File: config.mk
export PLATFORM = sky130hd
export DESIGN_NAME = trigger_capture_controller
export DESIGN_NICKNAME = d
export VERILOG_FILES = /design/src/rtl/oscilloscope_pkg.sv /design/src/rtl/capture_counter.sv /design/src/rtl/trigger_capture_controller.sv
export SDC_FILE = /design/constraint.sdc
export NUM_CORES = 1
export LEC_CHECK = 0
export ABC_CLOCK_PERIOD_IN_PS = 2600
export CAP_MARGIN = 20
export CORE_MARGIN = 5
export CORE_UTILIZATION = 25
export DETAILED_ROUTE_END_ITERATION = 10
export PLACE_DENSITY = 0.44
export SKIP_LAST_GASP = 1
export SYNTH_ARGS = -nofsm -noshare
export SYNTH_HDL_FRONTEND = slang
export SYNTH_SLANG_ARGS = --single-unit
File: constraint.sdc
create_clock -name clock -period 2.6 [get_ports clock]
set_clock_uncertainty 0.1 [all_clocks]
set_input_delay 0.26 -clock clock [delete_from_list [all_inputs] [get_ports clock]]
set_output_delay 0.26 -clock clock [all_outputs]
set_load 0.01 [all_outputs]
File: src/rtl/oscilloscope_pkg.sv
// Shared definitions for the oscilloscope capture path: capture state
// encoding, default capture depth constants used by the capture controller
// and the display reader, and a small sizing helper.
package oscilloscope_pkg;

    typedef enum logic [2:0] {
        IDLE     = 3'd0,
        PRETRIG  = 3'd1,
        ARMED    = 3'd2,
        POSTTRIG = 3'd3,
        DONE     = 3'd4,
        HOLDOFF  = 3'd5
    } capture_state_t;

    localparam int unsigned DEFAULT_ADDR_BITS    = 10;
    localparam int unsigned DEFAULT_DEPTH        = 1 << DEFAULT_ADDR_BITS;
    localparam int unsigned DEFAULT_PRETRIGGER   = 256;
    localparam int unsigned DEFAULT_HOLDOFF_BITS = 16;
    localparam int unsigned DEFAULT_AUTO_TIMEOUT = 4096;

    function automatic int unsigned max_u(input int unsigned a, input int unsigned b);
        return (a > b) ? a : b;
    endfunction

endpackage

File: src/rtl/capture_counter.sv
// Loadable down-counter shared by the pre-trigger, post-trigger and holdoff
// phases of the capture controller. Load has priority over decrement.
module capture_counter #(
    parameter int unsigned WIDTH = 17
) (
    input  logic             clock,
    input  logic             reset,
    input  logic             load,
    input  logic [WIDTH-1:0] loadValue,
    input  logic             dec,
    output logic [WIDTH-1:0] count,
    output logic             zero
);

    // Counter register: load wins, otherwise step down by one when asked.
    always_ff @(posedge clock or posedge reset) begin
        if (reset) begin
            count <= '0;
        end else if (load) begin
            count <= loadValue;
        end else if (dec) begin
            count <= count - WIDTH'(1);
        end
    end

    assign zero = (count == '0);

endmodule

File: src/rtl/trigger_capture_controller.sv
// Oscilloscope acquisition sequencer: fills the pre-trigger window of the
// circular capture RAM, arms the trigger detector, writes the post-trigger
// window, presents the frame to the display and re-arms after holdoff.
// Optional auto trigger on ARMED timeout is built when AUTO_TRIGGER_EN is
// defined; otherwise autoMode is ignored and forcedTrigger is held at 0.
module trigger_capture_controller
    import oscilloscope_pkg::*;
#(
    parameter int unsigned ADDR_BITS    = DEFAULT_ADDR_BITS,
    parameter int unsigned PRETRIGGER   = DEFAULT_PRETRIGGER,
    parameter int unsigned HOLDOFF_BITS = DEFAULT_HOLDOFF_BITS,
    parameter int unsigned AUTO_TIMEOUT = DEFAULT_AUTO_TIMEOUT
) (
    input  logic                    clock,
    input  logic                    reset,
    input  logic                    sampleEnable,
    input  logic                    isTriggered,
    input  logic                    arm,
    input  logic                    stop,
    input  logic                    singleShot,
    input  logic                    autoMode,
    input  logic                    frameAck,
    input  logic [HOLDOFF_BITS-1:0] holdoffCycles,
    output logic                    triggerDisable,
    output logic                    writeEnable,
    output logic [ADDR_BITS-1:0]    writeAddress,
    output logic [ADDR_BITS-1:0]    triggerAddress,
    output logic                    captureDone,
    output logic                    forcedTrigger,
    output logic                    busy
);

    localparam int unsigned CW       = max_u(ADDR_BITS + 1, HOLDOFF_BITS);
    localparam int unsigned POST_LEN = (1 << ADDR_BITS) - PRETRIGGER;

    localparam logic [CW-1:0] ONE_C      = CW'(1);
    localparam logic [CW-1:0] PRE_LEN_C  = CW'(PRETRIGGER);
    localparam logic [CW-1:0] POST_LEN_C = CW'(POST_LEN);

    capture_state_t   state;
    capture_state_t   nextState;
    logic             ctrLoad;
    logic [CW-1:0]    ctrLoadValue;
    logic             ctrDec;
    logic [CW-1:0]    ctrCount;
    logic             ctrZero;
    logic             trigHit;
    logic             take;
    logic             autoFire;

    capture_counter #(
        .WIDTH(CW)
    ) u_counter (
        .clock     (clock),
        .reset     (reset),
        .load      (ctrLoad),
        .loadValue (ctrLoadValue),
        .dec       (ctrDec),
        .count     (ctrCount),
        .zero      (ctrZero)
    );

`ifdef AUTO_TRIGGER_EN
    localparam int unsigned TW = $clog2(AUTO_TIMEOUT + 1);
    localparam logic [TW-1:0] TIMEOUT_C = TW'(AUTO_TIMEOUT);

    logic [TW-1:0] timeoutCount;

    // ARMED-only sample counter; held at zero elsewhere so it restarts on every entry to ARMED.
    always_ff @(posedge clock or posedge reset) begin
        if (reset) begin
            timeoutCount <= '0;
        end else if (state != ARMED) begin
            timeoutCount <= '0;
        end else if (sampleEnable && (timeoutCount != TIMEOUT_C)) begin
            timeoutCount <= timeoutCount + TW'(1);
        end
    end

    assign autoFire = autoMode && (timeoutCount == TIMEOUT_C);
`else
    logic unused_auto;
    assign unused_auto = autoMode | (AUTO_TIMEOUT == 0);
    assign autoFire    = 1'b0;
    assign forcedTrigger = 1'b0;
`endif

    assign trigHit = isTriggered || autoFire;

    // RAM writes follow the sample strobe while a window is being filled; a stop cycle never writes.
    assign writeEnable = sampleEnable && !stop &&
                         ((state == PRETRIG) || (state == ARMED) || (state == POSTTRIG));

    // Next-state and shared counter control; stop overrides every state.
    always_comb begin
        nextState    = state;
        ctrLoad      = 1'b0;
        ctrLoadValue = '0;
        ctrDec       = 1'b0;
        take         = 1'b0;
        if (stop) begin
            nextState = IDLE;
        end else begin
            case (state)
                IDLE: begin
                    if (arm) begin
                        nextState    = PRETRIG;
                        ctrLoad      = 1'b1;
                        ctrLoadValue = PRE_LEN_C;
                    end
                end
                PRETRIG: begin
                    if (sampleEnable) begin
                        ctrDec = 1'b1;
                        if (ctrCount == ONE_C) begin
                            nextState = ARMED;
                        end
                    end
                end
                ARMED: begin
                    if (trigHit) begin
                        // The write in the trigger cycle is already the first post sample,
                        // so it is taken off the post-trigger length at load time.
                        take         = 1'b1;
                        ctrLoad      = 1'b1;
                        ctrLoadValue = POST_LEN_C - {{(CW-1){1'b0}}, sampleEnable};
                        if (sampleEnable && (POST_LEN_C == ONE_C)) begin
                            nextState = DONE;
                        end else begin
                            nextState = POSTTRIG;
                        end
                    end
                end
                POSTTRIG: begin
                    if (sampleEnable) begin
                        ctrDec = 1'b1;
                        if (ctrCount == ONE_C) begin
                            nextState = DONE;
                        end
                    end
                end
                DONE: begin
                    if (frameAck) begin
                        if (singleShot) begin
                            nextState = IDLE;
                        end else if (holdoffCycles == '0) begin
                            nextState    = PRETRIG;
                            ctrLoad      = 1'b1;
                            ctrLoadValue = PRE_LEN_C;
                        end else begin
                            nextState    = HOLDOFF;
                            ctrLoad      = 1'b1;
                            ctrLoadValue = CW'(holdoffCycles);
                        end
                    end
                end
                HOLDOFF: begin
                    if (ctrZero || (ctrCount == ONE_C)) begin
                        nextState    = PRETRIG;
                        ctrLoad      = 1'b1;
                        ctrLoadValue = PRE_LEN_C;
                    end else begin
                        ctrDec = 1'b1;
                    end
                end
                default: begin
                    nextState = IDLE;
                end
            endcase
        end
    end

    // State register with outputs registered from the next state.
    always_ff @(posedge clock or posedge reset) begin
        if (reset) begin
            state          <= IDLE;
            busy           <= 1'b0;
            triggerDisable <= 1'b1;
            captureDone    <= 1'b0;
            triggerAddress <= '0;
`ifdef AUTO_TRIGGER_EN
            forcedTrigger  <= 1'b0;
`endif
        end else begin
            state          <= nextState;
            busy           <= (nextState != IDLE);
            triggerDisable <= (nextState != ARMED);
            captureDone    <= (nextState == DONE);
            if (take) begin
                triggerAddress <= writeAddress - ADDR_BITS'(1);
`ifdef AUTO_TRIGGER_EN
                forcedTrigger  <= !isTriggered;
`endif
            end
        end
    end

    // Circular write pointer; only reset clears it.
    always_ff @(posedge clock or posedge reset) begin
        if (reset) begin
            writeAddress <= '0;
        end else if (writeEnable) begin
            writeAddress <= writeAddress + ADDR_BITS'(1);
        end
    end

endmodule

# Word level (Yosys, flattened, before mapping)
# Index checks and enable logic that the tools add are counted.
[word_totals] input_bits=25 ff_bits=42 out_inout_bits=25 word_cells=66
[op_classes] n_addsub=4 n_reduce_logical=12 eq_ne=8 muxes=35
[ops] cell="two-way mux 16 bit" count=7
[ops] cell="case mux 16 bit (4 select lines)" count=1
[ops] cell="two-way mux 3 bit" count=11
[ops] cell="logical NOT 16 bit" count=2
[ops] cell="two-way mux 9 bit" count=2
[ops] cell="case mux 3 bit (6 select lines)" count=1
[ops] cell="== test 16 x 1 -> 1 bit, second input constant" count=1
[ops] cell="subtractor 16 x 1 -> 16 bit, second input constant" count=1
[ops] cell="two-way mux 1 bit" count=11
[ops] cell="subtractor 10 x 1 -> 11 bit, first input constant" count=1
[ops] cell="adder 10 x 1 -> 10 bit, second input constant" count=1
[ops] cell="subtractor 10 x 1 -> 10 bit, second input constant" count=1
[ops] cell="== test 3 bit, second input constant" count=3
[ops] cell="== test 3 x 2 -> 1 bit, second input constant" count=2
[ops] cell="case mux 1 bit (4 select lines)" count=1
[ops] cell="== test 3 x 1 -> 1 bit, second input constant" count=1
[ops] cell="logical NOT 3 bit" count=1
[ops] cell="logical OR 1 bit" count=3
[ops] cell="!= test 3 x 2 -> 1 bit, second input constant" count=1
[ops] cell="nonzero test 3 bit" count=1
[ops] cell="logical AND 1 bit" count=2
[ops] cell="case mux 1 bit (2 select lines)" count=1
[ops] cell="nonzero test 2 bit" count=1
[ops] cell="OR reduction 2 bit" count=1
[ops] cell="logical NOT 1 bit" count=1

# Longest topological paths before layout
# Gate-level depths: netlist of the first run.
[logic_depth] word_depth=7 mapped_depth=9 ltp_nobuf=8

# Cells and area by module
# A second synthesis of the first run with hierarchy kept.
[unflattened] hier_cells=290 area_unflattened_um2=2600.0
[modules_own_cells] mod="trigger_capture_controller" seq_area_each_um2=651.9 cells_each=189 n_inst=1 area_each_um2=1666.6
[modules_own_cells] mod="capture_counter" seq_area_each_um2=400.4 cells_each=101 n_inst=1 area_each_um2=933.4

# Worst setup path before layout of the first run
# OpenSTA, ideal clock, no wires.
[synth_timing] path_type="reg2reg" startpoint="reg u_counter.count[3]" endpoint="reg u_counter.count[15]" path_buffers=1 setup_time_ps=79 setup_slack_ps=-16 period_less_slack_ps=2616 t_arrival_ps=2437 required_ps=2421 path_stages_with_launch=7 cell_sequence="dfrtp_1 > or4_4 > or4_4 > or3_4 > a21oi_4 > buf_6 > mux2i_1"
[synth_via] elab_chain_len=6 elab_cells_between_ends=13 cone_classes="add/sub: 1; eq/ne: 1; mux: 8; reduce/logical: 3"
[synth_lines] element="start, declared" line="capture_counter.sv:11" source="output logic [WIDTH-1:0] count,"
[synth_lines] element="start signal, assigned" line="capture_counter.sv:20" source="count <= loadValue;"
[synth_lines] element="start signal, assigned" line="capture_counter.sv:22" source="count <= count - WIDTH'(1);"
[synth_lines] element="branches (longest 6 deep; another with subtractor 16 x 1 -> 16 bit)"
# Parallel ways; which one is timed is not known. The select of a mux whose other input is x is not followed.
# A chain may end at the register's enable or synchronous reset.

# Worst setup path after layout of the first run
[layout_timing] startpoint="reg u_counter.count[3]" endpoint="reg u_counter.count[14]"
# The elaborated chain is that of the path after synthesis.

==> results of run 1 <==
worst max path at each step:
stage / to / slack, ns
floorplan: u_counter.count[15]$_DFFE_PP0P_ / 0.006
global placement: u_counter.count[14]$_DFFE_PP0P_ / 0.04
detailed placement: u_counter.count[0]$_DFFE_PP0P_ / 0.02
CTS: u_counter.count[14]$_DFFE_PP0P_ / 0.01
global route: u_counter.count[14]$_DFFE_PP0P_ / -0.07
finish: u_counter.count[14]$_DFFE_PP0P_ / 0.01
critical path, delay by kind of cell (launching register included):
kind | cells | cell delay [ns]
and+or+nand+nor | 3 | 1.46
DFF | 1 | 0.39
AOI/OAI and AO/OA | 3 | 0.41
buffers and inverters | 1 | 0.18
through the flow:
| step | TNS [ns] | cell area [um^2] | util [%] | hold WS [ns] |
|---|---|---|---|---|
| finish | 0 | 3330 | 34.2 | 0.306 |
| global route | -0.482 | 3330 | 34.2 | 0.351 |
| CTS | 0 | 3330 | 34.2 | 0.323 |
| detailed placement | 0 | 3240 | 33.3 | 0.369 |
| global placement | 0 | 3240 | 33.3 | 0.364 |
| floorplan | 0 | 2490 | - | 0.283 |
report_power, final:
| group | switching [W] | leakage, nW | total [W] | internal, W |
|---|---|---|---|---|
| Combinational | 0.000354 | 0.737 | 0.000726 | 0.000371 |
| Clock | 0.000256 | 0.0441 | 0.000446 | 0.000189 |
| Sequential | 0.000137 | 0.562 | 0.000871 | 0.000734 |
flip-flops by register name, indices dropped and copies added, names as in the netlist:
register	cells
u_counter.count	16
triggerAddress	10
writeAddress	10
state	3
busy	1
captureDone	1
triggerDisable	1
cells in the final DEF (no fill, tap or decap), drive strengths merged, types with 8 or more instances in the layout:
master,count
nor2,16
nor4,9
buf,21
inv,8
dfrtp,41
nand2,33
xor2,11
nand3,11
nor3,9
clkdlybuf4s50,47
a21oi,14
o21ai,22
xnor2,15
layout make-up:
type | count | area [um^2] | share of cell area (%)
Tap cell | 133 | 166 | 5.00
Clock inverter | 3 | 21.3 | 0.639
Timing Repair Buffer | 68 | 641 | 19.2
Sequential cell | 42 | 1050 | 31.6
Inverter | 9 | 33.8 | 1.01
Clock buffer | 5 | 68.8 | 2.07
Multi-Input combinational cell | 210 | 1350 | 40.4
routing by layer:
layer	GRT usage (%)	routed length [um]	vias to the layer above
met5	0	0	-
met4	2.94	70	0
met3	2.52	263	5
met2	20.9	3460	37
met1	17.9	3370	1043
li1	-	-	1112
logic make-up (layout without fill, tap and decap cells):
family / after synthesis / in the layout / synth area share, %
mux: 7 / 7 / 2.82
other cells: 1 / 1 / 0.151
simple gates: 107 / 107 / 22.4
fa+ha+maj: 5 / 5 / 2.52
flops: 42 / 42 / 42.3
xor+xnor: 26 / 26 / 9.15
buf+inv: 21 / 85 / 3.62
compound gates: 64 / 64 / 17.0
==> out/qor.csv, run 1 <==
stage,metric,value,unit
pwr,total_power,0.00204,W
timing,setup_slack,0.0108,ns
pwr,powerDensity,613,nW/um^2
global_route,antenna_found_initial,0,
clock_network,cts_hold_buffers,0,
place,place_inst,462,
final_layout,drive_gt1_share,11.3,%
synth,async_flop_share,100,%
critical_path,required,2.74,ns
outcome,outcome,completed,
critical_path,critPathKind,reg -> reg,
routing,drc,0,
routing,drt-total-wl,7.16,mm
timing,period_share,99.6,%
routing,drtAntennaViolNets,0,
timing,setup_viol,0,
clock_network,cts_resized,0,
clock_network,cts.sinks,42,
final_layout,layout.cells.non_filler,470,
synth,synth_largest_area_cell,dfrtp_1,
floorplan,floorplan.initialDensity,25.6,%
critical_path,cp-start-kind,flip-flop,
critical_path,worstReg2RegEnd,u_counter.count[14]$_DFFE_PP0P_,
timing,hold_violations,0,
place,numPortBuffers,47,
clock_network,cts_tree,done,
critical_path,r2r_slack,0.01,ns
synth,syn-num-nets,303,
clock_network,root_buffer,clkbuf_8,
global_route,grt_pass1_wl,12.1,mm
critical_path,rr_worst_depth,7,
floorplan,dieArea,12000,um^2
timing,slew_violations,0,
clock_network,path_clk_slew,0.09,ns
synth,netlist_instances,273,
routing,num_vias,2197,
floorplan,core,9730,um^2
critical_path,worstPathArrival,2.73,ns
synth,yosys_warnings,0,
clock_network,clockBufferDepth,2,
critical_path,worstReg2RegStart,u_counter.count[3]$_DFFE_PP0P_,
final_layout,nets,366,
synth,ys_types,54,
critical_path,critical-path-max-stage-delay,0.55,ns
final_layout,area_growth,33.9,%
pwr,vdd_drop_max,312,uV
synth,synth_area_per_cell,9.11,um^2
synth,synth_common_cells,"dfrtp_1 (41), nand2_1 (33), o21ai_0 (20)",
floorplan,fp.dieW,110,um
timing,slew_headroom,41.2,%
floorplan,rows,36,
timing,max_freq,386,MHz
synth,synthTopCellsByArea,"dfrtp_1 (41%), xnor2_1 (5.3%), nand2_1 (5.0%)",
synth,synth_most_common_cell,dfrtp_1,
clock_network,clock_latency,0.30,ns
timing,post-route-min-period,2.59,ns
routing,drt-vias-per-instance,4.67,
synth,synth_sequential_area_ratio,42.3,%
synth,ys_dominant_reg_cell,dfrtp_1,
critical_path,crit_chain,or4_4 > or4_4 > or3_4 > a21oi_4 > buf_12 > a211o_1 > o211a_1,
worst_hold_path,hold_path_class,in -> async,
synth,synth_seq_cells,42,
critical_path,crit_path_end_kind,flip-flop,
routing,routedWlPerCell,15.2,um
global_route,grt_overflow,0,
final_layout,fill_cells,1062,
place,hpwl,5.51,mm
critical_path,slowest_stage,or4_4,
synth,yosys.area.top_type_share,41.2,%
synth,synth-edff-count,0,
global_route,grt_max_degree,43,
global_route,grt_usage,12.9,%
clock_network,numCtsBuffers,5,
clock_network,htree_levels,2,
floorplan,ios,50,
critical_path,crit_top_cell,or4_4,
place,place.gp.congestion,0.822,
synth,synth_area,2490,um^2
timing,rsz0062_at_grt,true,
routing,drt-initial-drc-count,82,
global_route,grt_pass1_vias,2252,
final_layout,insertedDiodeCount,0,
critical_path,crit_start,u_counter.count[3]$_DFFE_PP0P_,
floorplan,fp.dieH,110,um
pwr,power_leakage,1.34,nW
critical_path,critPathMaxFanout,19,
clock_network,cts_setup_buffers,0,
timing,worstMarginPinSlew,0.881,ns
job,maxCapViolCount,0,
routing,drt_first_pass_iters,4,
place,dp_slack,0.0199,ns
No activity file was read; power rests on OpenSTA's default activity.
==> run 2, diff against run 1 <==
--- a/config.mk
+++ b/config.mk
@@ -7,7 +7,6 @@
 export LEC_CHECK = 0
 export ABC_CLOCK_PERIOD_IN_PS = 2600
 export CAP_MARGIN = 20
-export CORE_MARGIN = 5
 export CORE_UTILIZATION = 25
 export DETAILED_ROUTE_END_ITERATION = 10
 export PLACE_DENSITY = 0.44
==> run 2 against run 1 <==
  * Non-clock buffer count up 1
  * Largest cell class unchanged
  * Sequential share of layout area down 0.45 points
  * Count of clock-buffer cells in the layout unchanged
==> out/qor.csv, run 2 (synthesis gave the netlist of run 1 again) <==
stage,metric,value,unit,change
outcome,outcome,completed,,
critical_path,crit_path_end_kind,flip-flop,,
timing,setup_viol,0,,unchanged
place,numPortBuffers,47,,unchanged
clock_network,cts_hold_buffers,0,,unchanged
floorplan,fp.dieW,102,um,-7.3%
timing,post-route-min-period,2.56,ns,-0.0277 ns
routing,drt-total-wl,7.07,mm,-1.3%
final_layout,fill_cells,1050,,-1.1%
final_layout,regMostFlops,u_counter.count,,
routing,drt_first_pass_iters,4,,unchanged
floorplan,dieArea,10400,um^2,-14%
pwr,powerDensity,611,nW/um^2,-0.40%
clock_network,path_clk_slew,0.10,ns,about the same
final_layout,reg.largest.list,"u_counter.count (16), triggerAddress (10), writeAddress (10)",,
routing,drc,0,,unchanged
clock_network,root_buffer,clkbuf_8,,
timing,slew_violations,0,,unchanged
clock_network,numCtsBuffers,5,,unchanged
timing,setup_slack,0.0385,ns,+0.0277 ns
critical_path,worstReg2RegStart,u_counter.count[5]$_DFFE_PP0P_,,
critical_path,r2r_slack,0.04,ns,+0.03 ns
global_route,antenna_found_initial,0,,unchanged
critical_path,critPathKind,reg -> reg,,
pwr,pwr-share-seq,42.4,%,-0.3 points
pwr,p_int,0.00131,W,+0.92%
worst_hold_path,hold_path_class,in -> async,,
critical_path,cp-start-kind,flip-flop,,
pwr,pwr-share-clk,22.1,%,+0.3 points
clock_network,cts.sinks,42,,unchanged
pwr,power_leakage,1.35,nW,+0.66%
routing,num_vias,2219,,+1.0%
place,place_inst,462,,unchanged
job,maxCapViolCount,0,,unchanged
clock_network,htree_levels,2,,unchanged
final_layout,layout_common_cells,"clkdlybuf4s50_1 (47), dfrtp_1 (41), nand2_1 (33)",,
timing,rsz0062_at_grt,true,,
pwr,comb_power_share,35.5,%,about the same
routing,drtAntennaViolNets,0,,unchanged
routing,routedWlPerCell,15.0,um,-1.5%
critical_path,rr_worst_depth,7,,unchanged
global_route,grt_usage,14.2,%,+1.2 points
critical_path,crit_start,u_counter.count[5]$_DFFE_PP0P_,,
floorplan,fp.dieH,102,um,-7.3%
global_route,grt_pass1_vias,2164,,-3.9%
timing,max_freq,390,MHz,+1.1%
timing,worstMarginPinSlew,0.923,ns,+0.0417 ns
final_layout,insertedDiodeCount,0,,unchanged
place,hpwl,5.43,mm,-1.4%
pwr,p_sw_share,36.7,%,+0.063 points
routing,drt-vias-per-instance,4.71,,+0.79%
timing,hold_violations,0,,unchanged
clock_network,clockBufferDepth,2,,unchanged
floorplan,core,9730,um^2,unchanged
final_layout,largest_reg_flops,16,,unchanged
timing,slew_headroom,38.4,%,-2.8 points
place,dp_slack,0.0221,ns,+0.00215 ns
pwr,vdd_drop_max,284,uV,-9.0%
final_layout,area_growth,35.8,%,
clock_network,clock_latency,0.31,ns,about the same
critical_path,crit_path_end,u_counter.count[1]$_DFFE_PP0P_,,
critical_path,worstPathArrival,2.62,ns,-0.11 ns
clock_network,cts_tree,done,,
global_route,grt_pass1_wl,11.3,mm,-6.3%
global_route,grt_overflow,0,,unchanged
routing,drt-initial-drc-count,81,,-1.2%
floorplan,rows,36,,unchanged
timing,period_share,98.5,%,-1.1 points
place,place.gp.congestion,0.806,,-2.0%
pwr,p_sw,0.000756,W,+1.2%
critical_path,required,2.66,ns,-0.08 ns
critical_path,critPathMaxFanout,7,,-12
floorplan,ios,50,,unchanged
floorplan,floorplan.initialDensity,25.6,%,unchanged
global_route,grt_max_degree,21,,-51%
critical_path,worstReg2RegEnd,u_counter.count[1]$_DFFE_PP0P_,,
final_layout,layout.cells.non_filler,471,,+0.21%
final_layout,drive_gt1_share,12.1,%,+0.85 points
clock_network,cts_setup_buffers,0,,unchanged
timing,worst_hold_slack,0.129,ns,-0.178 ns
final_layout,nets,367,,+0.27%
final_layout,final_common_cell,clkdlybuf4s50_1,,
## run 2: cell types whose count changed in the layout (fill, tap and decap cells not counted), sizes merged
cell / change
clkbuf: +1
inv: +1
clkinvlp: +1
clkinv: -2
## run 2: worst min path at each step
stage / startpoint / to / slack, ns / depth (start not counted)
floorplan: holdoffCycles[12] / u_counter.count[12]$_DFFE_PP0P_ / 0.28 / 2
global placement: triggerAddress[3]$_DFFE_PP0P_ / triggerAddress[3]$_DFFE_PP0P_ / 0.36 / 2
detailed placement: triggerAddress[4]$_DFFE_PP0P_ / triggerAddress[4]$_DFFE_PP0P_ / 0.37 / 2
CTS: reset / writeAddress[3]$_DFFE_PP0P_ / 0.15 / 2
global route: reset / writeAddress[3]$_DFFE_PP0P_ / 0.17 / 2
finish: reset / writeAddress[3]$_DFFE_PP0P_ / 0.13 / 2
## run 2: per-layer routing
layer / GRT usage (%) / up-vias / share of wire [%]
li1: - / 1116 / -
met1: 19.7 / 1068 / 50
met2: 22.6 / 29 / 46
met3: 2.42 / 6 / 2.1
met4: 3.68 / 0 / 1.4
met5: 0 / - / 0
## run 2: final cells by class
type                    count  area, um^2  area share, %
flip-flops and latches     42        1050           31.2
clock buffers               5        68.8           2.04
multi-input cells         210        1360           40.3
inverters                   9        33.8           1.00
repair buffers             69         669           19.8
well taps                 133         166           4.93
clock inverters             3        23.8          0.704
## run 2: power groups by stage
stage / Combinational, W / Clock (W) / Sequential (W)
after global routing: 0.000814 / 0.000497 / 0.000892
after CTS: 0.000730 / 0.000471 / 0.000875
after global placement: 0.000719 / 0 / 0.000886
final: 0.000732 / 0.000457 / 0.000875
after floorplan: 0.000452 / 0 / 0.000844
after detailed placement: 0.000726 / 0 / 0.000889
## run 2: repair_timing
| action | in CTS | in global routing |
|---|---|---|
| pin swaps | 0 | 6 |
| endpoints found under the setup margin | 2 | 15 |
| resized for setup | 1 | 4 |
| cloned | 0 | 1 |
## run 2: critical path, cell delays in order, from the launching register on
cell and delay, ns:
dfrtp_1 0.38, or4_4 0.54, or4_4 0.45, or3_4 0.37
a21oi_4 0.26, buf_12 0.17, a21o_1 0.10, o32ai_2 0.06
## run 2: metrics by stage
step,setup TNS (ns),instance area [um^2],utilization (%),power [W]
6_report,0,3380,34.7,0.00206
4_1_cts,-0.00816,3330,34.3,0.00208
3_5_place_dp,0,3240,33.3,0.00162
2_1_floorplan,0,2490,-,0.00130
5_1_grt,-0.0915,3380,34.7,0.00220
3_3_place_gp,0,3240,33.3,0.00160
==> run 3, diff against run 2 <==
--- a/config.mk
+++ b/config.mk
@@ -7,6 +7,7 @@
 export LEC_CHECK = 0
 export ABC_CLOCK_PERIOD_IN_PS = 2600
 export CAP_MARGIN = 20
+export CORE_ASPECT_RATIO = 0.5
 export CORE_UTILIZATION = 25
 export DETAILED_ROUTE_END_ITERATION = 10
 export PLACE_DENSITY = 0.44
==> run 3 against run 2 <==
  * Count of clock-buffer cells in the layout rose by 1
  * Sequential share of layout area fell by 0.22 points
  * Total power rose by 11%
  * Wire length fell by 3.9%
  * Critical path depth did not move
  * Critical path type unchanged
  * Largest power group unchanged
==> out/qor.csv, run 3 (synthesis gave the netlist of run 1 again) <==
stage,metric,value,unit,change
outcome,outcome,completed,,
timing,hold_violations,0,,unchanged
place,place.gp.congestion,0.894,,+11%
floorplan,fp.dieH,72.5,um,-29%
floorplan,rows,25,,-31%
job,maxCapViolCount,0,,unchanged
final_layout,reg.largest.list,"u_counter.count (16), triggerAddress (10), writeAddress (10)",,
clock_network,cts.sinks,42,,unchanged
pwr,p_sw,0.000735,W,-2.8%
critical_path,cp_top_family,simple AND/OR/NAND/NOR gates,,
critical_path,required,2.72,ns,+0.06 ns
timing,max_freq,386,MHz,-1.2%
timing,slew_violations,0,,unchanged
critical_path,critical-path-max-stage-delay,0.55,ns,about the same
critical_path,cp-start-kind,flip-flop,,
pwr,comb_power_share,30.9,%,-4.6 points
clock_network,numCtsBuffers,5,,unchanged
final_layout,regMostFlops,u_counter.count,,
floorplan,ios,50,,unchanged
pwr,pwr-share-clk,31.0,%,+8.9 points
critical_path,crit_buf_inv,1,,unchanged
critical_path,crit_path_end_kind,flip-flop,,
timing,slew_headroom,30.7,%,-7.6 points
routing,routedWlPerCell,14.4,um,-3.9%
final_layout,final_common_cell,clkdlybuf4s50_1,,
clock_network,clock_latency,0.28,ns,-0.03 ns
global_route,grt_max_degree,43,,+100%
clock_network,path_clk_slew,0.06,ns,-0.04 ns
clock_network,htree_levels,2,,unchanged
critical_path,r2r_slack,0.007,ns,-0.03 ns
routing,drt-initial-drc-count,94,,+16%
pwr,total_power,0.00229,W,+11%
routing,drt_first_pass_iters,4,,unchanged
routing,drc,0,,unchanged
critical_path,worstPathArrival,2.72,ns,+0.10 ns
critical_path,worstReg2RegStart,u_counter.count[3]$_DFFE_PP0P_,,
pwr,powerDensity,674,nW/um^2,+10%
pwr,pwr-share-seq,38.1,%,-4.3 points
critical_path,slowest_stage,or4_4,,
final_layout,layout_common_cells,"clkdlybuf4s50_1 (47), dfrtp_1 (41), nand2_1 (33)",,
global_route,grt_usage,14.2,%,about the same
routing,num_vias,2258,,+1.8%
final_layout,area_growth,36.7,%,
pwr,power_leakage,1.37,nW,+1.7%
timing,worstMarginPinSlew,1.04,ns,+0.114 ns
routing,drtAntennaViolNets,0,,unchanged
place,dp_slack,0.0204,ns,-0.00167 ns
routing,drt-total-wl,6.79,mm,-3.9%
timing,setup_slack,0.00740,ns,-0.0311 ns
global_route,grt_pass1_vias,2201,,+1.7%
critical_path,critPathKind,reg -> reg,,
final_layout,insertedDiodeCount,0,,unchanged
timing,period_share,99.7,%,+1.2 points
place,numPortBuffers,47,,unchanged
critical_path,worstReg2RegEnd,u_counter.count[14]$_DFFE_PP0P_,,
final_layout,drive_gt1_share,10.7,%,-1.4 points
final_layout,nets,365,,-0.54%
clock_network,clockBufferDepth,2,,unchanged
global_route,antenna_found_initial,0,,unchanged
critical_path,crit_top_cell,or4_4,,
pwr,vdd_drop_max,333,uV,+17%
floorplan,core,9540,um^2,-1.9%
routing,drt-vias-per-instance,4.79,,+1.8%
clock_network,root_buffer,clkbuf_16,,
timing,rsz0062_at_grt,true,,
clock_network,cts_tree,done,,
floorplan,floorplan.initialDensity,26.1,%,+0.51 points
timing,post-route-min-period,2.59,ns,+0.0311 ns
critical_path,crit_chain,or4_4 > or4_4 > or3_4 > a21oi_4 > buf_12 > a211o_1 > o211a_1,,
critical_path,rr_worst_depth,7,,unchanged
final_layout,largest_reg_flops,16,,unchanged
global_route,grt_pass1_wl,11.1,mm,-1.5%
floorplan,fp.dieW,143,um,+41%
critical_path,critPathMaxFanout,18,,+11
worst_hold_path,hold_path_class,in -> async,,
clock_network,cts_hold_buffers,0,,unchanged
floorplan,dieArea,10400,um^2,+0.24%
place,hpwl,5.15,mm,-5.3%
pwr,p_sw_share,32.1,%,-4.6 points
timing,setup_viol,0,,unchanged
global_route,grt_overflow,0,,unchanged
pwr,p_int,0.00156,W,+19%
-- run 3: changes by cell type in the layout (fill, tap and decap cells not counted), sizes merged --
cell and change:
clkinvlp -1, buf -1, bufinv +1, clkinv -1
-- run 3: area by class of cell --
class                      instances  area (um^2)
tap                              135          169
clock inverter                     2         37.5
clock buffer                       6          129
fill                             989         6140
inverter                           9         33.8
timing repair buffer              67          633
multi-input combinational        210         1350
sequential                        42         1050
-- run 3: layer usage --
| metal | up-vias | share of wire (%) | track usage [%] |
|---|---|---|---|
| li1 | 1109 | - | - |
| met1 | 1114 | 50 | 18.4 |
| met2 | 31 | 46 | 23.9 |
| met3 | 4 | 3.1 | 3.17 |
| met4 | 0 | 0.65 | 3.58 |
| met5 | - | 0 | 0 |
-- run 3: worst register-to-register path, stage by stage, from the launching register on --
cell and delay, ns:
dfrtp_1 0.38, or4_4 0.55, or4_4 0.51, or3_4 0.41
a21oi_4 0.15, buf_12 0.18, a211o_1 0.12, o211a_1 0.14
-- run 3: worst max-delay path by stage --
stage	from	to	slack (ns)	cells after the start
finish	u_counter.count[3]$_DFFE_PP0P_	u_counter.count[14]$_DFFE_PP0P_	0.007	7
detailed placement	u_counter.count[3]$_DFFE_PP0P_	u_counter.count[14]$_DFFE_PP0P_	0.02	7
CTS	u_counter.count[3]$_DFFE_PP0P_	u_counter.count[14]$_DFFE_PP0P_	-0.006	7
floorplan	u_counter.count[3]$_DFFE_PP0P_	u_counter.count[15]$_DFFE_PP0P_	0.006	6
global placement	u_counter.count[3]$_DFFE_PP0P_	u_counter.count[14]$_DFFE_PP0P_	0.02	7
global route	u_counter.count[3]$_DFFE_PP0P_	u_counter.count[14]$_DFFE_PP0P_	-0.08	7
-- run 3: power by group through the flow --
stage          Clock [W]  Sequential, W  Combinational, W
2_1_floorplan          0       0.000844          0.000452
3_3_place_gp           0       0.000883          0.000706
3_5_place_dp           0       0.000883          0.000711
5_1_grt         0.000760       0.000893          0.000785
6_report        0.000710       0.000873          0.000707
4_1_cts         0.000738       0.000874          0.000714
-- run 3: metrics by stage --
| stage | hold slack, ns | instance area [um^2] | instances | TNS [ns] | utilization (%) |
|---|---|---|---|---|---|
| floorplan | 0.283 | 2490 | 273 | 0 | - |
| global route | 0.384 | 3400 | 471 | -0.430 | 35.6 |
| detailed placement | 0.373 | 3230 | 462 | 0 | 33.8 |
| CTS | 0.352 | 3390 | 470 | -0.00620 | 35.6 |
| global placement | 0.363 | 3230 | 462 | 0 | 33.8 |
| finish | 0.326 | 3400 | 471 | 0 | 35.6 |
-- run 3: timing repair --
item,in CTS,in global routing
setup endpoints to repair,1,15
endpoints found under the hold margin,0,0
buffers inserted,0,1
resized for setup,0,1
